--- config.mk ---
export PLATFORM = sky130hd
export DESIGN_NAME = fetch_unit_flat
export DESIGN_NICKNAME = d
export VERILOG_FILES = /design/src/rtl/fetch_unit_if.sv /design/src/rtl/fetch_unit.sv /design/src/flat_wrapper.sv
export SDC_FILE = /design/constraint.sdc
export NUM_CORES = 1
export LEC_CHECK = 0
export CAP_MARGIN = 5
export CORE_ASPECT_RATIO = 0.8
export CORE_MARGIN = 1
export CORE_UTILIZATION = 25
export CTS_CLUSTER_DIAMETER = 100
export DETAILED_ROUTE_END_ITERATION = 16
export GPL_ROUTABILITY_DRIVEN = 0
export HOLD_SLACK_MARGIN = 0.12
export PLACE_DENSITY = 0.41
export SLEW_MARGIN = 10
export SYNTH_ARGS = -nofsm -noshare
export SYNTH_HDL_FRONTEND = slang
export SYNTH_SLANG_ARGS = --single-unit
--- constraint.sdc ---
create_clock -name clk -period 4.85 [get_ports clk]
set_clock_uncertainty 0.2 [all_clocks]
set_input_delay 0.97 -clock clk [delete_from_list [all_inputs] [get_ports clk]]
set_output_delay 0.97 -clock clk [all_outputs]
set_load 0.005 [all_outputs]
--- src/rtl/fetch_unit_if.sv ---
// Instruction-memory request channel between the fetch stage and instruction memory.
// Latency: none, this only bundles wires.
// Backpressure: the master holds req/addr until gnt; one response per grant, in order.
// Ports: req/addr from fetch; gnt, rvalid and rdata from memory.
interface fetch_unit_if;
    logic        req;     // fetch request valid
    logic [31:0] addr;    // word address (current PC)
    logic        gnt;     // request accepted this cycle
    logic        rvalid;  // read data valid, at least one cycle after gnt
    logic [31:0] rdata;   // instruction word

    modport master (output req, output addr, input gnt, input rvalid, input rdata);
    modport slave  (input req, input addr, output gnt, output rvalid, output rdata);
endinterface

--- src/rtl/fetch_unit.sv ---
// IF stage: owns the PC, fetches one word at a time and fills the IF/ID register.
// Latency: gnt in REQ, rvalid the next cycle -> IF/ID loads one cycle later (1 instr / 2 cycles).
// Backpressure: stall_IF freezes IF/ID; a response arriving under stall is parked in a hold buffer.
// Ports: clk, rst (async, active low), stall_IF, pc_next_sel/branch_jump_addr (redirect),
//        imem (fetch_unit_if.master), IF/ID outputs pc_ID/pcPlus4_ID/instr_ID/valid_ID,
//        fetch_misalign (sticky flag).
// Build option: define FETCH_MISALIGN_CHK_EN to trap misaligned redirect targets and halt;
//        otherwise targets are word-aligned by clearing bits [1:0] and fetch_misalign is 0.
module fetch_unit #(
    parameter logic [31:0] RESET_PC  = 32'h0000_0000,
    parameter logic [31:0] NOP_INSTR = 32'h0000_0013
) (
    input  logic         clk,
    input  logic         rst,
    input  logic         stall_IF,
    input  logic         pc_next_sel,
    input  logic [31:0]  branch_jump_addr,
    fetch_unit_if.master imem,
    output logic [31:0]  pc_ID,
    output logic [31:0]  pcPlus4_ID,
    output logic [31:0]  instr_ID,
    output logic         valid_ID,
    output logic         fetch_misalign
);

`ifdef FETCH_MISALIGN_CHK_EN
    typedef enum logic [2:0] {S_REQ, S_WAIT, S_HOLD, S_DROP, S_HALT} state_t;
`else
    typedef enum logic [2:0] {S_REQ, S_WAIT, S_HOLD, S_DROP} state_t;
`endif

    state_t      state_q, state_d;
    logic [31:0] pc_q, pc_d;
    logic [31:0] hold_pc_q, hold_pc_d;
    logic [31:0] hold_instr_q, hold_instr_d;
    logic [31:0] pc_id_q, pc_id_d;
    logic [31:0] pc4_id_q, pc4_id_d;
    logic [31:0] instr_id_q, instr_id_d;
    logic        valid_id_q, valid_id_d;
    logic        misalign_q, misalign_d;

    // Redirect decode. redir is an accepted redirect that loads the PC.
    logic        redir;
    logic        misalign_hit;
    logic [31:0] redir_tgt;

`ifdef FETCH_MISALIGN_CHK_EN
    logic halted;
    assign halted       = (state_q == S_HALT);
    assign misalign_hit = pc_next_sel && !halted && (branch_jump_addr[1:0] != 2'b00);
    assign redir        = pc_next_sel && !halted && (branch_jump_addr[1:0] == 2'b00);
    assign redir_tgt    = branch_jump_addr;
`else
    assign misalign_hit = 1'b0;
    assign redir        = pc_next_sel;
    assign redir_tgt    = {branch_jump_addr[31:2], 2'b00};
`endif

    // State register
    always_ff @(posedge clk or negedge rst) begin
        if (!rst) begin
            state_q <= S_REQ;
        end else begin
            state_q <= state_d;
        end
    end

    // Next-state logic; redirect outranks stall, gnt and rvalid
    always_comb begin
        state_d = state_q;
        if (redir) begin
            case (state_q)
                // A granted request for the old PC is still in flight: swallow it
                S_REQ:   state_d = imem.gnt    ? S_DROP : S_REQ;
                S_WAIT:  state_d = imem.rvalid ? S_REQ  : S_DROP;
                S_HOLD:  state_d = S_REQ;
                S_DROP:  state_d = S_DROP;
                default: state_d = state_q;
            endcase
        end else begin
            case (state_q)
                S_REQ:   if (imem.gnt) state_d = S_WAIT;
                S_WAIT:  if (imem.rvalid) state_d = stall_IF ? S_HOLD : S_REQ;
                S_HOLD:  if (!stall_IF) state_d = S_REQ;
                S_DROP:  if (imem.rvalid) state_d = S_REQ;
                default: state_d = state_q;
            endcase
        end
`ifdef FETCH_MISALIGN_CHK_EN
        if (misalign_hit) state_d = S_HALT;
`endif
    end

    // Output logic; keep req low while reset is asserted even though state sits in REQ
    always_comb begin
        imem.req  = (state_q == S_REQ) && rst;
        imem.addr = pc_q;
    end

    // Datapath next-state: PC, hold buffer, IF/ID register, sticky flag
    logic        load;
    logic [31:0] load_pc;
    logic [31:0] load_instr;

    always_comb begin
        pc_d         = pc_q;
        hold_pc_d    = hold_pc_q;
        hold_instr_d = hold_instr_q;
        pc_id_d      = pc_id_q;
        pc4_id_d     = pc4_id_q;
        instr_id_d   = instr_id_q;
        valid_id_d   = valid_id_q;
        misalign_d   = misalign_q;
        load         = 1'b0;
        load_pc      = pc_q;
        load_instr   = imem.rdata;

        if (redir || misalign_hit) begin
            // Flush IF/ID even under stall; the hold buffer is simply abandoned
            valid_id_d = 1'b0;
            instr_id_d = NOP_INSTR;
            if (redir) pc_d = redir_tgt;
            if (misalign_hit) misalign_d = 1'b1;
        end else begin
            case (state_q)
                S_WAIT: begin
                    if (imem.rvalid) begin
                        pc_d = pc_q + 32'd4;
                        if (stall_IF) begin
                            hold_pc_d    = pc_q;
                            hold_instr_d = imem.rdata;
                        end else begin
                            load = 1'b1;
                        end
                    end
                end
                S_HOLD: begin
                    if (!stall_IF) begin
                        load       = 1'b1;
                        load_pc    = hold_pc_q;
                        load_instr = hold_instr_q;
                    end
                end
                default: ;
            endcase

            if (load) begin
                pc_id_d    = load_pc;
                pc4_id_d   = load_pc + 32'd4;
                instr_id_d = load_instr;
                valid_id_d = 1'b1;
            end else if (!stall_IF) begin
                valid_id_d = 1'b0;
                instr_id_d = NOP_INSTR;
            end
        end
    end

    always_ff @(posedge clk or negedge rst) begin
        if (!rst) begin
            pc_q         <= RESET_PC;
            hold_pc_q    <= 32'h0;
            hold_instr_q <= NOP_INSTR;
            pc_id_q      <= 32'h0;
            pc4_id_q     <= 32'h0;
            instr_id_q   <= NOP_INSTR;
            valid_id_q   <= 1'b0;
            misalign_q   <= 1'b0;
        end else begin
            pc_q         <= pc_d;
            hold_pc_q    <= hold_pc_d;
            hold_instr_q <= hold_instr_d;
            pc_id_q      <= pc_id_d;
            pc4_id_q     <= pc4_id_d;
            instr_id_q   <= instr_id_d;
            valid_id_q   <= valid_id_d;
            misalign_q   <= misalign_d;
        end
    end

    assign pc_ID          = pc_id_q;
    assign pcPlus4_ID     = pc4_id_q;
    assign instr_ID       = instr_id_q;
    assign valid_ID       = valid_id_q;
    assign fetch_misalign = misalign_q;

endmodule

--- src/flat_wrapper.sv ---
// flat-port wrapper written by rule: the top's interface ports become plain ports
module fetch_unit_flat 
#(
    parameter logic [31:0] RESET_PC  = 32'h0000_0000,
    parameter logic [31:0] NOP_INSTR = 32'h0000_0013
)
  (clk, rst, stall_IF, pc_next_sel, branch_jump_addr, pc_ID, pcPlus4_ID, instr_ID, valid_ID, fetch_misalign, imem_req, imem_addr, imem_gnt, imem_rvalid, imem_rdata);
  fetch_unit_if imem_i ();
  input  logic clk;
  input  logic rst;
  input  logic stall_IF;
  input  logic pc_next_sel;
  input  logic [31:0] branch_jump_addr;
  output logic [31:0] pc_ID;
  output logic [31:0] pcPlus4_ID;
  output logic [31:0] instr_ID;
  output logic valid_ID;
  output logic fetch_misalign;
  output wire logic [$bits(imem_i.req)-1:0] imem_req;
  output wire logic [$bits(imem_i.addr)-1:0] imem_addr;
  input wire logic [$bits(imem_i.gnt)-1:0] imem_gnt;
  input wire logic [$bits(imem_i.rvalid)-1:0] imem_rvalid;
  input wire logic [$bits(imem_i.rdata)-1:0] imem_rdata;
  assign imem_req = imem_i.req;
  assign imem_addr = imem_i.addr;
  assign imem_i.gnt = imem_gnt;
  assign imem_i.rvalid = imem_rvalid;
  assign imem_i.rdata = imem_rdata;
  fetch_unit #(.RESET_PC(RESET_PC), .NOP_INSTR(NOP_INSTR)) u_core (.clk(clk), .rst(rst), .stall_IF(stall_IF), .pc_next_sel(pc_next_sel), .branch_jump_addr(branch_jump_addr), .imem(imem_i), .pc_ID(pc_ID), .pcPlus4_ID(pcPlus4_ID), .instr_ID(instr_ID), .valid_ID(valid_ID), .fetch_misalign(fetch_misalign));
endmodule
; ---- After elaboration in Yosys (flattened, before gate mapping)
; Cells that the tools add are included.
[totals]
input_bits = 70
regBits = 196
word_cells = 56
[op_classes]
add_sub_neg = 2
eq_ne = 8
reduce_logical = 9
mux = 28
bitwise = 1
[ops]
columns = op, count
row1 = $mux 32, 11
row2 = $add 32x3->32 const B, 2
row3 = $pmux 3 s4, 2
row4 = $mux 3, 5
row5 = $ne 3x3->1 const B, 4
row6 = $eq 3x2->1 const B, 2
row7 = $mux 1, 6
row8 = $mux 2, 3
row9 = $reduce_and 5->1, 1
row10 = $reduce_and 2->1, 2
row11 = $reduce_bool 2->1, 2
row12 = $reduce_bool 4->1, 1
row13 = $eq 3x1->1 const B, 1
row14 = $logic_not 3->1, 1
row15 = $ne 3x1->1 const B, 1
row16 = $reduce_and 3->1, 1
row17 = $pmux 1 s2, 1
row18 = $logic_and 1x1->1, 1
row19 = $not 1->1, 1

; ---- Longest topological paths before layout
[logic_depth]
depth_word = 6
mapped_depth = 16

; ---- Worst setup path after synthesis
; No wires, ideal clock.
[synth_path]
kind = in2reg
startpoint = input stall_IF
endpoint = register u_core.pc4_id_q[26], in the netlist u_core.pcPlus4_ID[26]
n_path_buf = 4
t_required_ns = 4.520
t_arrival_ns = 3.094
path_slack_ns = 1.426
stages = 14
setup_time_ns = 0.130
cell_sequence = nand2b_1 -> buf_6 -> buf_6 -> buf_4 -> buf_6 -> nand2_1 -> nand2_1 -> ha_1 -> nand2_1 -> nor3_1 -> o221ai_2 -> nor4_1 -> xor2_1 -> o21ai_1
[synth_via]
elab_chain_cells = 5
word_cells_on_any_way = 9
cone_classes = add/sub (1) / mux (7) / reduce/logical (1)
[synth_lines]
columns = item, line
row1 = "start, declared", flat_wrapper.sv:11  ; input logic stall_IF;
row2 = "parallel branches: the longest is 5 deep, another holds $add 32x3->32", --
row3 = "end signal, assigned", fetch_unit.sv:174  ; pc4_id_q <= pc4_id_d;
row4 = "end, declared", fetch_unit.sv:37  ; logic [31:0] pc4_id_q, pc4_id_d;
; Parallel ways; which one is timed is not known. The select of a mux whose other input is x is not followed.
; A chain may end at the register's enable or synchronous reset.

; ---- Final worst setup path
[layout_path]
startpoint = input stall_IF
endpoint = register u_core.pc4_id_q[18], in the netlist u_core.pcPlus4_ID[18]
; The elaborated chain is that of the path after synthesis.

==> results.tsv <==
metric	value	unit
status	finished clean	
flops & latches, synth	191	
clk sink count	191	
CP startpoint kind	input pin	
vias in the first global route	7197	
core area	0.0363	mm2
Reg area	0.00479	mm2
drt pass-1 iters	4	
die height	175	um
die width	218	um
Max Buffers Root-to-Sink	2	
All-Layer GR Usage	15.3	%
Starting Density	25.7	%
share of post-route cells with drive strength above 1	13.4	%
number of synthesized flops with an enable pin	0	
average size of a mapped cell	10.6	um2
routed length per placed instance	18.2	um
area of the multi-input gates	0.00423	mm2
Pwr Total	6.01	mW
post-CTS setup buffers	0	
Tmin final	3480	ps
Setup crit end kind	flop	
total gr overflow	0	
Final Net Count	1133	
setup TNS	0	ps
DR vias/cell	4.49	
crit path max-delay cell type	o221ai_2	
final HPWL from detailed placement	19800	um
CTS tree	built	
Core Rows	62	
global-route wire length before repair	44100	um
Max Clk Rate	0.287	GHz
Critical Path RT	5040	ps
LEAKAGE	5.51	nW
sequential share of the synthesized area	51.3	%
Cell Pwr Density	486	mW/mm2
Routed Antenna Nets	0	
TritonCTS Buffers	17	
Hold Crit Class	in -> async	
Root Driver	clkbuf_16	
IO Pins	201	
Port Buffer Count	195	
relative slew slack	31.5	%
post-synthesis async set-or-reset flop share	100	%
actual slew at the worst max-slew pin	1030	ps
period utilisation layout	71.7	%
CP cell instances	clkdlybuf4s50_1 > nand2b_4 > mux2_4 > ha_1 > nand2_1 > nor3_1 > o221ai_2 > nor2_1 > a211o_1 > nand3_1	
max-cap violations	0	
Die ar.	0.0381	mm2
# resized after CTS	0	
RSZ-0062 raised after global routing	no	
htree depth	4	
Slew Viols, Final	0	
crit-path max FO	8	
CTS Hold Bufs	0	
fillcell total	3776	
largest net degree at the start of global routing	121	
Reg clk slew, reported paths	80	ps
DRT Wirelength	28100	um
antenna violations before repair	0	
# DRC	0	
Post-Syn Area	0.00934	mm2
ANT cells	0	
Crit path largest cell delay	570	ps
gate count after technology mapping	884	
final setup violating endpoints	0	
Iteration-0 DRC Markers	336	
detailed-route via count	6949	
Worst EP arrival	3670	ps
Peak VDD IR	0.000197	V
Most used DFF post-synth	dfrtp_1	
Syn-to-layout area delta	32.5	%
yosys warns	0	
final hold vios	0	
later-pin clock latency in the skew report	440	ps
Synth cell types	59	
critical path class	in -> reg	
## final timing paths
check | end | start | slack, ps | cells after the start
min in group clk | u_core.pcPlus4_ID[2] | u_core.pcPlus4_ID[2] | 280 | 2
hold / removal | u_core.hold_instr_q[22] | rst | 270 | 1
setup reg to reg | u_core.pcPlus4_ID[18] | u_core.state_q[0] | 1590 | 11
hold reg to reg | u_core.pcPlus4_ID[2] | u_core.pcPlus4_ID[2] | 280 | 2
setup / recovery | u_core.pcPlus4_ID[18] | stall_IF | 1370 | 10
max in group asynchronous | u_core.imem.addr[12] | rst | 2660 | 3
## routing by layer
metal	vias to the layer above	global-route usage, %	part of all wire (%)
met5	-	0	0
met2	108	24.2	46
li1	3387	-	-
met3	6	3.83	3.6
met4	0	2.68	0.52
met1	3448	21.2	49
## cell usage after synthesis (4+ instances only)
master | n | area (um2)
nor2_1 | 28 | 105
o21ai_0 | 100 | 500
buf_4 | 9 | 67.6
a31oi_1 | 6 | 37.5
o21ai_1 | 5 | 25.0
nand3_1 | 21 | 105
xnor2_1 | 22 | 193
clkbuf_1 | 27 | 101
nor3_1 | 11 | 55.1
nand2b_1 | 4 | 25.0
xor2_1 | 26 | 228
and3_1 | 13 | 81.3
dfrtp_1 | 185 | 4630
nand2_1 | 183 | 687
nand4_1 | 13 | 81.3
buf_2 | 16 | 80.1
inv_1 | 6 | 22.5
mux2i_4 | 4 | 90.1
mux2_2 | 62 | 698
ha_1 | 6 | 75.1
mux2i_1 | 66 | 661
and2_1 | 9 | 56.3
dfstp_2 | 6 | 158
buf_6 | 4 | 45.0
## report_power, final
| part | switching, mW | total (mW) | internal, mW |
|---|---|---|---|
| clock network | 0.665 | 1.57 | 0.909 |
| logic | 0.824 | 1.89 | 1.07 |
| registers | 0.394 | 2.54 | 2.15 |
| total | 1.88 | 6.01 | 4.13 |
## cell families (layout without fill, tap and decap cells)
family | Yosys count | after routing | share of synthesized area (%)
mux | 134 | 134 | 15.8
other cells | 1 | 3 | 0.0402
simple gates | 307 | 307 | 15.7
fa+ha+maj | 6 | 6 | 0.804
flops | 191 | 191 | 51.3
compound gates | 132 | 132 | 8.12
buf+inv | 65 | 248 | 3.73
xor+xnor | 48 | 48 | 4.50
## layout make-up
class | instances | area share [%]
clock inverters | 11 | 1.45
flip-flops and latches | 191 | 38.7
inverters | 6 | 0.182
repair buffers | 211 | 16.8
well taps | 480 | 4.85
multi-input cells | 630 | 34.2
clock buffers | 20 | 3.77
## critical path, delay by kind of cell
| family | cells | cell delay, ps |
|---|---|---|
| buffers and inverters | 1 | 500 |
| adder cells (fa/ha/maj) | 1 | 280 |
| AND/OR/NAND/NOR | 5 | 660 |
| AO/OA/AOI/OAI | 2 | 880 |
| multiplexers | 1 | 360 |
## metrics by stage
step                utilization (%)  area, um2  std cells  hold WS [ps]  setup WS (ps)
floorplan                         -       9340        886           253           1430
finish                         34.1      12400       1549           269           1370
CTS                            34.1      12400       1549           264           1350
detailed placement             32.3      11700       1518           262            865
global placement               32.3      11700       1518           262            873
global route                   34.1      12400       1549           271           1160
## registers in the layout, summed over array words and instances, names as in the netlist
| register | count |
|---|---|
| u_core.pc_ID | 30 |
| u_core.valid_ID | 1 |
| u_core.instr_ID | 32 |
| u_core.state_q | 2 |
| u_core.hold_instr_q | 32 |
| u_core.pcPlus4_ID | 32 |
| u_core.imem.addr | 30 |
| u_core.hold_pc_q | 32 |
## layout by cell type (no fill, tap or decap), types with 5 or more instances in the layout
cell,Yosys,final
a31oi_1,6,6
and2_1,9,9
and3_1,13,13
buf_4,9,15
clkbuf_16,0,17
clkdlybuf4s50_1,0,193
dfrtp_1,185,185
dfstp_2,6,6
ha_1,6,6
inv_1,6,6
mux2_2,62,62
mux2i_1,66,66
nand2_1,183,182
nand3_1,21,21
nand4_1,13,13
nor2_1,28,28
nor3_1,11,11
o21ai_0,100,100
o21ai_1,5,5
xnor2_1,22,22
xor2_1,26,26
(Power assumes the default switching activity.)
==> RTL edit 1: new RTL, same flow settings <==
`hold_pc_q` no longer has a reset.
--- a/src/rtl/fetch_unit.sv
+++ b/src/rtl/fetch_unit.sv
@@ -159,7 +159,6 @@
     always_ff @(posedge clk or negedge rst) begin
         if (!rst) begin
             pc_q         <= RESET_PC;
-            hold_pc_q    <= 32'h0;
             hold_instr_q <= NOP_INSTR;
             pc_id_q      <= 32'h0;
             pc4_id_q     <= 32'h0;
@@ -168,7 +167,6 @@
             misalign_q   <= 1'b0;
         end else begin
             pc_q         <= pc_d;
-            hold_pc_q    <= hold_pc_d;
             hold_instr_q <= hold_instr_d;
             pc_id_q      <= pc_id_d;
             pc4_id_q     <= pc4_id_d;
@@ -176,6 +174,10 @@
             valid_id_q   <= valid_id_d;
             misalign_q   <= misalign_d;
         end
+    end
+
+    always_ff @(posedge clk) begin
+        hold_pc_q <= hold_pc_d;
     end
 
     assign pc_ID          = pc_id_q;
Formal check against the unedited RTL: no difference found for any inputs over 4 cycles, from zero or initial values and one cycle with rst low; that may be too few to reach the edited logic, so the function may still have changed.
==> RTL edit 1 against the original RTL <==
- register-to-register slack got worse by 0.10 ns
- sequential cell count did not move
- area after synthesis rose by 0.87%
- wire length rose by 1.9%
- combinational power fell by 4%
- worst setup slack got worse by 0.092 ns
- via count barely moved
- sequential power fell by 5%
- design area rose by 0.73%
- power fell by 5.2%
- critical path type is now primary input to primary output
- largest power group unchanged
==> RTL edit 1: results (changes against the original RTL) <==
| Metric | Value |
|---|---|
| Hold Crit Class | `flop to flop` |
| Avg WL per Cell | `18.4 µm (+1.5%)` |
| Post-synthesis cell type count | `58 (-1.7%)` |
| Final nets | `1,131 (-0.18%)` |
| Crit Reg-Reg Startpoint | `u_core.state_q[0]` |
| Post-synth EDFFs | `32 (+32)` |
| Detailed Place HPWL | `20,400 µm (+3.0%)` |
| Iter 0 DRT Violations | `414 (+23%)` |
| Commonest cells in the synthesized netlist | `163 x nand2_1, 153 x dfrtp_1, 107 x o21ai_0` |
| CP Launch Point | `rst` |
| CP max FO | `6 (-2)` |
| Flop2flop setup slack | `1.49 ns (-0.10 ns)` |
| Asr flop ratio synth | `0.832 (-0.168)` |
| Share of post-route cells with drive strength above 1 | `0.135 (+0.00106)` |
| Status | `finished clean` |
| Worst R2R End | `u_core.pcPlus4_ID[28]` |
| Pin count of the biggest net entering global routing | `81 (-33%)` |
| Dpl cells | `1,522 (+0.26%)` |
| WHS | `0.276 ns (+0.00733 ns)` |
| GR Util All Layers | `0.152 (-0.000565)` |
| Hold_buf cts | `1 (+1)` |
| Critical Path AT | `2.40 ns (-1.27 ns)` |
| Layout fillers | `3,819 (+1.1%)` |
| Initial Utilization | `0.254 (-0.00296)` |
| Actual slew at the worst max-slew pin | `0.888 ns (-0.139 ns)` |
| VDD IR max | `252 µV (+28%)` |
| Fin cells | `1,555 (+0.39%)` |
| Cts repair resizes | `0 (unchanged)` |
| Initial antenna violation count | `1 (+1)` |
| First-pass GRT wire length | `43,800 µm (-0.55%)` |
| Leak | `5.24 nW (-4.9%)` |
| Sequential area share after synthesis | `0.525 (+0.0126)` |
| Vias after detailed routing | `6,950 (+0.014%)` |
-- RTL edit 1: cell count changes after synthesis, sizes merged, moves of 6 or more --
cell / change
mux2: +8
xnor2: +6
and2: -7
dfrtp: -32
inv: +6
and3: -6
edfxtp: +32
o21ai: +7
nor2: +6
nand2: -20
nand3: -7
-- RTL edit 1: where the power goes --
part           leakage, nW  internal (mW)  switching (mW)  total [mW]
registers             2.30           2.10           0.319        2.42
logic                 2.64           1.01           0.811        1.82
clock network        0.291          0.791           0.661        1.45
total                 5.24           3.91            1.79        5.70
-- RTL edit 1: cell type report --
cell class	instances	area [µm²]	area share
clock inverter	10	100	0.00803
clock buffer	22	497	0.0399
inverter	12	45.0	0.00361
sequential	191	4950	0.397
tap	487	609	0.0489
multi-input combinational	622	4190	0.336
timing repair buffer	211	2080	0.167
-- RTL edit 1: critical path: stages --
cell,delay (ns)
dlygate4sd3_1,0.60
buf_6,0.17
and2_1,0.13
clkdlybuf4s50_1,0.52
-- RTL edit 1: kinds of logic (layout without fill, tap and decap cells) --
family                   count (synthesis)  count (layout)  share of synthesized area
adder cells (fa/ha/maj)                  6               6                    0.00797
XOR/XNOR                                52              52                     0.0484
AND/OR/NAND/NOR                        284             284                      0.141
other                                    1               3                   0.000398
multiplexers                           140             140                      0.161
buffers and inverters                   71             255                     0.0337
AO/OA/AOI/OAI                          137             137                     0.0821
flip-flops                             191             191                      0.525
-- RTL edit 1: metal layers --
metal / track usage / routed length (µm) / up-vias
li1: - / - / 3411
met1: 0.223 / 14000 / 3369
met2: 0.228 / 12800 / 146
met3: 0.0322 / 1480 / 22
met4: 0.0341 / 331 / 2
met5: 0 / 13 / -
-- RTL edit 1: worst max path at each step --
stage,end,cells past startpoint
5_1_grt,u_core.pcPlus4_ID[28],12
3_5_place_dp,u_core.pcPlus4_ID[30],10
3_3_place_gp,u_core.pcPlus4_ID[27],7
4_1_cts,imem_req,4
6_report,imem_req,4
2_1_floorplan,u_core.hold_pc_q[0],3
-- RTL edit 1: per-stage QoR --
step	cell area, µm²	power (mW)	setup slack, ns
global placement	11900	4.31	1.16
detailed placement	11900	4.32	1.14
floorplan	9420	3.28	1.41
finish	12500	5.70	1.28
global route	12500	6.07	1.14
CTS	12500	5.81	1.25
==> RTL edit 2: new RTL, config.mk and constraints unchanged <==
Made on the original files. Add a define of `FETCH_MISALIGN_CHK_EN`.
--- a/src/rtl/fetch_unit.sv
+++ b/src/rtl/fetch_unit.sv
@@ -6,6 +6,8 @@
 //        fetch_misalign (sticky flag).
 // Build option: define FETCH_MISALIGN_CHK_EN to trap misaligned redirect targets and halt;
 //        otherwise targets are word-aligned by clearing bits [1:0] and fetch_misalign is 0.
+`define FETCH_MISALIGN_CHK_EN
+
 module fetch_unit #(
     parameter logic [31:0] RESET_PC  = 32'h0000_0000,
     parameter logic [31:0] NOP_INSTR = 32'h0000_0013
Behaviour: not the same (a bounded check fails within 4 cycles, from zero or initial values and one cycle with rst low).
==> RTL edit 2 against the original RTL <==
- area after synthesis is 3.4% higher
- wire length is 17% higher
- design area is 3.5% higher
- maximum frequency is 12% lower
- worst setup slack worse by 0.46 ns
- combinational power is 32% lower
- power is 19% lower
- sequential cell count is 4 higher
- critical path type unchanged
- highest routed layer unchanged
==> RTL edit 2: results (changes against the original RTL) <==
| Metric | Value |
|---|---|
| Comb. pwr | `1.29 mW (-32%)` |
| Mapped Avg Cell Area | `9.97 µm² (-5.6%)` |
| Status | `finished clean` |
| Met1 GRT Util | `0.273 (+0.0611)` |
| Met3 WL post-DR | `1350 µm (+33%)` |
| Commonest cells in the synthesized netlist | `189 x dfrtp_1, 140 x nand2_1, 89 x o21ai_0` |
| Slowest stage delay, CP | `0.63 ns (+0.06 ns)` |
| DR WL met2 | `13,400 µm (+2.1%)` |
| Slowest cell on the critical path | `clkdlybuf4s50_1` |
| Critical Path AT | `4.09 ns (+0.42 ns)` |
| Dpl cells | `1,613 (+6.3%)` |
| Core outline area | `37,500 µm² (+3.3%)` |
| IO Port Bufs | `200 (+2.6%)` |
| Layout fillers | `3,824 (+1.3%)` |
| Iter 0 DRT Violations | `607 (+81%)` |
| Share of post-route cells with drive strength above 1 | `0.129 (-0.00510)` |
| First-pass GRT wire length | `50,800 µm (+15%)` |
| Setup WS pre-CTS | `0.440 ns (-0.425 ns)` |
| Multi-input logic area | `4470 µm² (+5.7%)` |
| Placed Area | `12,200 µm² (+4.4%)` |
| Final sequential cell count | `195 (+2.1%)` |
| Clock network contribution to total cell area | `0.0446 (-0.00755)` |
| Sequential power | `2.15 mW (-15%)` |
| Final nets | `1,217 (+7.4%)` |
| Final Core Density | `0.341 (+0.000659)` |
| M3 GR Usage | `0.0321 (-0.00617)` |
| Detailed Place HPWL | `24,100 µm (+22%)` |
| Power Internal | `3.05 mW (-26%)` |
| Pwr Density | `381 nW/µm² (-22%)` |
| Pin count of the biggest net entering global routing | `70 (-42%)` |
| Avg WL per Cell | `20.1 µm (+11%)` |
| Wl on met1 | `18,100 µm (+30%)` |
| Reg area | `4890 µm² (+2.1%)` |
| CP max FO | `33 (+25)` |
| Buffers excl. clock | `228 (+8.1%)` |
RTL edit 2: changes by cell type after synthesis, moves of 9 or more:
cell,unedited run,this run
a21oi_1,2,45
nand2_1,183,140
clkbuf_1,27,50
xor2_1,26,4
nor2_1,28,48
o22ai_1,0,14
o21ai_0,100,89
xnor2_1,22,11
a31oi_1,6,16
mux2i_1,66,56
o31ai_1,0,9
RTL edit 2: logic make-up after synthesis:
group / synth area share
adders and majority gates: 0.00259
muxes: 0.134
and+or+nand+nor: 0.153
DFF: 0.506
buffers and inverters: 0.0334
AOI/OAI and AO/OA: 0.158
xor gates and xnor gates: 0.0136
RTL edit 2: path summary, 6_finish.rpt:
path	end	slack (ns)	cells after the start
max	u_core.pcPlus4_ID[28]	0.91	10
min	u_core.imem.addr[31]	0.21	1
max reg2reg	u_core.pcPlus4_ID[28]	1.36	9
min reg2reg	u_core.pc_ID[11]	0.28	2
max in group asynchronous	u_core.hold_instr_q[16]	2.44	3
min in group clk	u_core.pc_ID[11]	0.28	2
